[config.mk]
export PLATFORM = sky130hd
export DESIGN_NAME = lcd_fb_sched
export DESIGN_NICKNAME = d
export VERILOG_FILES = /design/src/rtl/lcd_pkg.sv /design/src/rtl/lcd_fb_wfifo.sv /design/src/rtl/lcd_fb_sched.sv
export SDC_FILE = /design/constraint.sdc
export NUM_CORES = 1
export LEC_CHECK = 0
export ABC_AREA = 1
export CAP_MARGIN = 20
export CORE_ASPECT_RATIO = 0.8
export CORE_MARGIN = 8
export CORE_UTILIZATION = 45
export CTS_CLUSTER_DIAMETER = 100
export DETAILED_ROUTE_END_ITERATION = 10
export PLACE_DENSITY_LB_ADDON = 0.3
export REMOVE_ABC_BUFFERS = 1
export SLEW_MARGIN = 20
export SYNTH_ARGS = -nofsm -noshare
export SYNTH_HDL_FRONTEND = slang
export SYNTH_SLANG_ARGS = --single-unit
[constraint.sdc]
create_clock -name clk_sys -period 3.37 [get_ports clk_sys]
set_input_delay 0.674 -clock clk_sys [delete_from_list [all_inputs] [get_ports clk_sys]]
set_output_delay 0.674 -clock clk_sys [all_outputs]
set_load 0.005 [all_outputs]
[src/rtl/lcd_pkg.sv]
// rtl/lcd_pkg.sv - shared constants and types for the LCD frame-buffer scheduler
package lcd_pkg;

  localparam int LCD_W     = 160;
  localparam int LCD_H     = 144;
  localparam int FRAME_PIX = LCD_W * LCD_H;
  localparam int ADDR_W    = 15;
  localparam int PIX_W     = 15;

  typedef enum logic [1:0] {
    MODE_HBL  = 2'd0,
    MODE_VBL  = 2'd1,
    MODE_OAM  = 2'd2,
    MODE_XFER = 2'd3
  } lcd_mode_e;

  // Bank and index travel with the pixel so a swap never redirects queued writes.
  typedef struct packed {
    logic              bank;
    logic [ADDR_W-1:0] idx;
    logic [PIX_W-1:0]  data;
  } fb_entry_t;

endpackage

[src/rtl/lcd_fb_wfifo.sv]
// rtl/lcd_fb_wfifo.sv - pixel write FIFO with simultaneous push/pop and show-ahead head
module lcd_fb_wfifo #(
  parameter int WIDTH = 31,
  parameter int DEPTH = 4
) (
  input  logic             clk_sys,
  input  logic             reset,
  input  logic             push_i,
  input  logic [WIDTH-1:0] push_data_i,
  input  logic             pop_i,
  output logic [WIDTH-1:0] pop_data_o,
  output logic             full_o,
  output logic             empty_o
);

  localparam int PTR_W = $clog2(DEPTH);

  logic [WIDTH-1:0] mem_q [DEPTH];
  logic [PTR_W-1:0] wr_idx_q, rd_idx_q;
  logic [PTR_W:0]   count_q;

  always_ff @(posedge clk_sys) begin
    if (push_i) mem_q[wr_idx_q] <= push_data_i;
  end

  always_ff @(posedge clk_sys or posedge reset) begin
    if (reset) begin
      wr_idx_q <= '0;
      rd_idx_q <= '0;
      count_q  <= '0;
    end else begin
      if (push_i) wr_idx_q <= wr_idx_q + 1'b1;
      if (pop_i)  rd_idx_q <= rd_idx_q + 1'b1;
      case ({push_i, pop_i})
        2'b10:   count_q <= count_q + 1'b1;
        2'b01:   count_q <= count_q - 1'b1;
        default: count_q <= count_q;
      endcase
    end
  end

  assign pop_data_o = mem_q[rd_idx_q];
  assign full_o     = (count_q == (PTR_W+1)'(DEPTH));
  assign empty_o    = (count_q == '0);

endmodule

[src/rtl/lcd_fb_sched.sv]
// rtl/lcd_fb_sched.sv - frame-buffer RAM arbiter between PPU writes and scanout reads
// with two-bank double buffering.
module lcd_fb_sched #(
  parameter int ADDR_W     = 15,
  parameter int FRAME_PIX  = 23040,
  parameter int RD_THRESH  = 9600,
  parameter int FIFO_DEPTH = 4
) (
  input  logic              clk_sys,
  input  logic              reset,
  input  logic              lcd_on,
  input  logic [1:0]        mode,
  input  logic              double_buffer,
  input  logic              pix_wr,
  input  logic [14:0]       pix_data,
  input  logic              rd_frame_start,
  input  logic              rd_req,
  output logic              rd_gnt,
  output logic              rd_valid,
  output logic [14:0]       rd_data,
  output logic [ADDR_W:0]   ram_addr,
  output logic              ram_we,
  output logic [14:0]       ram_wdata,
  input  logic [14:0]       ram_rdata,
  output logic              wr_bank,
  output logic              rd_bank,
  output logic              frame_ovf
);
  import lcd_pkg::*;

  localparam logic [ADDR_W-1:0] PTR_END  = ADDR_W'(FRAME_PIX);
  localparam logic [ADDR_W-1:0] PTR_LAST = ADDR_W'(FRAME_PIX - 1);
  localparam logic [ADDR_W-1:0] PTR_THR  = ADDR_W'(RD_THRESH);

  logic              lcd_off, lcd_off_q, swap, accept, push, pop;
  logic              fifo_full, fifo_empty;
  logic              wr_bank_q, wr_bank_d, rd_bank_q, rd_bank_d, rd_sel;
  logic              frame_ovf_q, rd_valid_q;
  logic [ADDR_W-1:0] wr_ptr_q, rd_ptr_q, wr_idx, rd_idx;
  fb_entry_t         push_entry, head;

  always_comb begin
    lcd_off   = !lcd_on || (mode == MODE_VBL);
    swap      = lcd_off && !lcd_off_q;
    accept    = pix_wr && !lcd_off_q;
    // A pixel arriving on the swap cycle already belongs to the new frame.
    wr_bank_d = swap ? ~wr_bank_q : wr_bank_q;
    wr_idx    = swap ? '0 : wr_ptr_q;
    push      = accept && (wr_idx < PTR_END);
    push_entry = '{bank: wr_bank_d, idx: wr_idx, data: pix_data};

    rd_sel    = (!double_buffer || (wr_ptr_q >= PTR_THR)) ? wr_bank_q : ~wr_bank_q;
    rd_bank_d = rd_frame_start ? rd_sel : rd_bank_q;
    rd_idx    = rd_frame_start ? '0 : rd_ptr_q;

    // A full FIFO forces a write so it can always accept this cycle's push.
    rd_gnt    = rd_req && !fifo_full;
    pop       = !fifo_empty && !rd_gnt;

    ram_we    = pop;
    ram_wdata = pop ? head.data : '0;
    ram_addr  = '0;
    if (rd_gnt)   ram_addr = {rd_bank_d, rd_idx};
    else if (pop) ram_addr = {head.bank, head.idx};

    rd_data   = rd_valid_q ? ram_rdata : '0;
  end

  always_ff @(posedge clk_sys or posedge reset) begin
    if (reset) begin
      lcd_off_q   <= 1'b1;
      wr_ptr_q    <= '0;
      rd_ptr_q    <= '0;
      wr_bank_q   <= 1'b0;
      rd_bank_q   <= 1'b0;
      frame_ovf_q <= 1'b0;
      rd_valid_q  <= 1'b0;
    end else begin
      lcd_off_q <= lcd_off;
      wr_bank_q <= wr_bank_d;
      if (push)      wr_ptr_q <= wr_idx + 1'b1;
      else if (swap) wr_ptr_q <= '0;
      if (accept && !push) frame_ovf_q <= 1'b1;
      rd_bank_q <= rd_bank_d;
      if (rd_gnt) rd_ptr_q <= (rd_idx == PTR_LAST) ? rd_idx : rd_idx + 1'b1;
      else        rd_ptr_q <= rd_idx;
      rd_valid_q <= rd_gnt;
    end
  end

  lcd_fb_wfifo #(
    .WIDTH($bits(fb_entry_t)),
    .DEPTH(FIFO_DEPTH)
  ) u_wfifo (
    .clk_sys     (clk_sys),
    .reset       (reset),
    .push_i      (push),
    .push_data_i (push_entry),
    .pop_i       (pop),
    .pop_data_o  (head),
    .full_o      (fifo_full),
    .empty_o     (fifo_empty)
  );

  assign rd_valid  = rd_valid_q;
  assign wr_bank   = wr_bank_q;
  assign rd_bank   = rd_bank_q;
  assign frame_ovf = frame_ovf_q;

endmodule

==> impl_metrics.json, run 1 <==
{
  "synth_common_cells": "134 x nand2_1, 124 x edfxtp_1, 92 x o21ai_0",
  "grt_pass1_wl_mm": 28.7,
  "synth_seq_cells": 166,
  "worst_ep_arrival_time_ns": 2.61,
  "wl_mm": 17.7,
  "layout-drive-gt1-share_pct": 10.8,
  "pin_count": 91,
  "post-route-min-period_ns": 3.29,
  "clk_latency_ns": 0.42,
  "worst-setup-path-type": "primary input to primary output",
  "grt_util_all_layers_pct": 16.8,
  "first_iter_violations": 503,
  "peakVddDrop_mv": 0.383,
  "netlist-cell-type-count": 38,
  "coreArea_mm2": 0.0167,
  "fin_area_mm2": 0.00953,
  "hold_viol": 0,
  "status": "finished clean",
  "final.setup.tns_ns": 0,
  "ys.flop_type": "edfxtp_1",
  "die_w_um": 162,
  "finalMaxSlewViolations": 0,
  "endpoint_kind": "primary output",
  "synth.top_cell.area_share_pct": 48.3,
  "finalCritPeriodShare_pct": 97.5,
  "area_delta_synth_final_pct": 23.7,
  "worstPathMaxFanout": 12,
  "cts_sinks": 166,
  "via_per_inst": 5.03,
  "startpoint_type": "primary input",
  "synthMostInstantiatedCell": "nand2_1",
  "fp.dieH_um": 133,
  "synthCells": 771,
  "synth_edf_count": 124,
  "place.gp.congestion": 0.836,
  "fmax_ghz": 0.304,
  "preCtsSetupSlack_ns": 0.0393,
  "dieArea_mm2": 0.0216,
  "reg2regPathDepth": 12,
  "hold_depth": 1,
  "fin_worst_skew_ns": 0.0138,
  "num_vias": 5581,
  "n_fill_cell": 1383,
  "netlist_top_cells_area": "edfxtp_1 48%, dfrtp_1 13%, nand2_1 6.5%, o21ai_0 6.0%, nor2_1 4.4%",
  "grt_pass1_vias": 5330,
  "antenna_found_initial": 0,
  "setup_viol": 0,
  "root_buffer": "clkbuf_16",
  "clockBufferDepth": 2,
  "worst-path-buf-inv": 4,
  "grt_max_degree": 53,
  "hold_ws_ns": 0.479,
  "tightest_slew_ns": 1.05,
  "crit_required_ns": 2.70,
  "multi_input_area_mm2": 0.00242,
  "synthArstFlopShare_pct": 25.3,
  "dpl-instance-area_mm2": 0.00892,
  "cp_top_family": "buffers and inverters",
  "cap_violations": 0,
  "cp.depth": 8,
  "max_stage_delay_ns": 0.52,
  "maxSlewHeadroom_pct": 29.5,
  "rsz0062_at_grt": "false",
  "drc": 0,
  "synth_warnings": 0,
  "power_mw": 6.65,
  "synth_top_area_cell": "edfxtp_1",
  "synth_area_mm2": 0.00771,
  "cts_tree": "built",
  "seq_area_frac_synth_pct": 62.0,
  "cpMaxStageDelayCell": "clkdlybuf4s50_1",
  "start_util_pct": 46.3,
  "cts_buffers": 17,
  "finalNetCount": 923,
  "cts_hold_buf": 0,
  "leakage_nw": 3.80,
  "seq_area_mm2": 0.00478,
  "cts_max_level": 4,
  "grt-ovfl-total": 0,
  "dr.pass1.iters": 5,
  "clkTransAtPathRegs_ns": 0.06,
  "numPortBuffers": 90,
  "fp-row-count": 42,
  "dpl.hpwl_mm": 11.7,
  "path_cells": "clkdlybuf4s50_1, a21boi_4, a21oi_1, buf_4, buf_4, o21ai_0, o21ai_0, clkdlybuf4s50_1",
  "p_per_area_mw_per_mm2": 698,
  "diodes": 0,
  "avgSynthCellArea_um2": 10.0,
  "wire_per_inst_um": 15.9,
  "finalWorstSetupSlack_ns": 0.0845,
  "ant_nets": 0,
  "hold_class": "flip-flop to flip-flop"
}
cell usage in the layout (no fill, tap or decap), types with 4 or more instances in the layout:
cell type        count
nand2_2              6
nand4_1              7
clkdlybuf4s50_1     90
xor2_1              21
dfrtp_1             41
edfxtp_1           124
a21oi_1             49
o21ai_0             91
xnor2_1              4
nor2_1              87
inv_4                4
ha_1                 7
inv_1               83
clkinv_4             4
nand3_1             40
clkbuf_16           17
nor2_4               5
buf_4               28
nor3_1               6
nor2_2               7
nand2_1            134
report_power, final:
part / total, mW / switching, mW / internal [mW]
combinational: 2.29 / 1.29 / 0.996
sequential: 2.51 / 0.0945 / 2.41
clock: 1.86 / 0.819 / 1.04
total: 6.65 / 2.20 / 4.45
repair_timing:
action	CTS	global route
resized for setup	0	4
setup buffers	0	3
endpoints found under the setup margin	0	18
logic make-up after synthesis:
kind of cell	share of synthesized area (%)
xor gates and xnor gates	2.84
and+or+nand+nor	17.0
adders and majority gates	1.40
DFF	62.0
buffers and inverters	6.78
AOI/OAI and AO/OA	9.98
worst reg2reg max path, stage by stage, from the launching register on:
cell and delay (ns):
dfstp_2 0.52, inv_1 0.09, nand2_8 0.15, inv_4 0.07, nor2_2 0.26, nand2_1 0.17, nand3_4 0.14, ha_1 0.15
inv_1 0.06, fa_1 0.38, a21oi_1 0.15, o21ai_0 0.12, xor2_1 0.16
through the flow:
step / util, % / cells
global route: 57.2 / 1109
finish: 57.2 / 1109
global placement: 53.6 / 1074
detailed placement: 53.6 / 1074
CTS: 57.0 / 1106
floorplan: - / 738
flip-flops by register name, indices dropped and copies added (netlist names):
signal / count
u_wfifo.wr_idx_q: 2
u_wfifo.count_q: 3
wr_ptr_q: 15
rd_valid: 1
lcd_off_q: 1
frame_ovf: 1
u_wfifo.mem_q: 124
u_wfifo.rd_idx_q: 2
rd_ptr_q: 15
rd_bank: 1
wr_bank: 1
final cells by class:
type	count	area share, %
Clock buffer	18	4.50
Clock inverter	14	1.50
Inverter	91	3.73
Multi-Input combinational cell	481	25.4
Sequential cell	166	50.1
Tap cell	220	2.89
Timing Repair Buffer	119	11.9
routing by layer:
layer  global-route usage, %  part of all wire, %  vias to the layer above
met3                    4.65                  6.0                        9
met2                    25.9                   46                      151
met1                    23.0                   47                     2644
met4                    3.95                 0.80                        0
li1                        -                    -                     2777
met5                       0                    0                        -
worst paths after layout:
path | from | endpoint | slack, ns
hold / removal | frame_ovf | frame_ovf | 0.48
setup reg to reg | lcd_off_q | u_wfifo.count_q[2] | 0.84
setup / recovery | rd_req | ram_addr[9] | 0.08
hold reg to reg | frame_ovf | frame_ovf | 0.48
max in group asynchronous | reset | rd_ptr_q[11] | 2.14
min in group asynchronous | reset | wr_ptr_q[8] | 0.63
Note: power is estimated with default switching activity, not from simulation.
==> run 2: changes to the inputs <==
- SKIP_LAST_GASP: not set -> 1
==> results of run 2 <==
The final DEF is identical to that of run 1; final timing and power are the same.
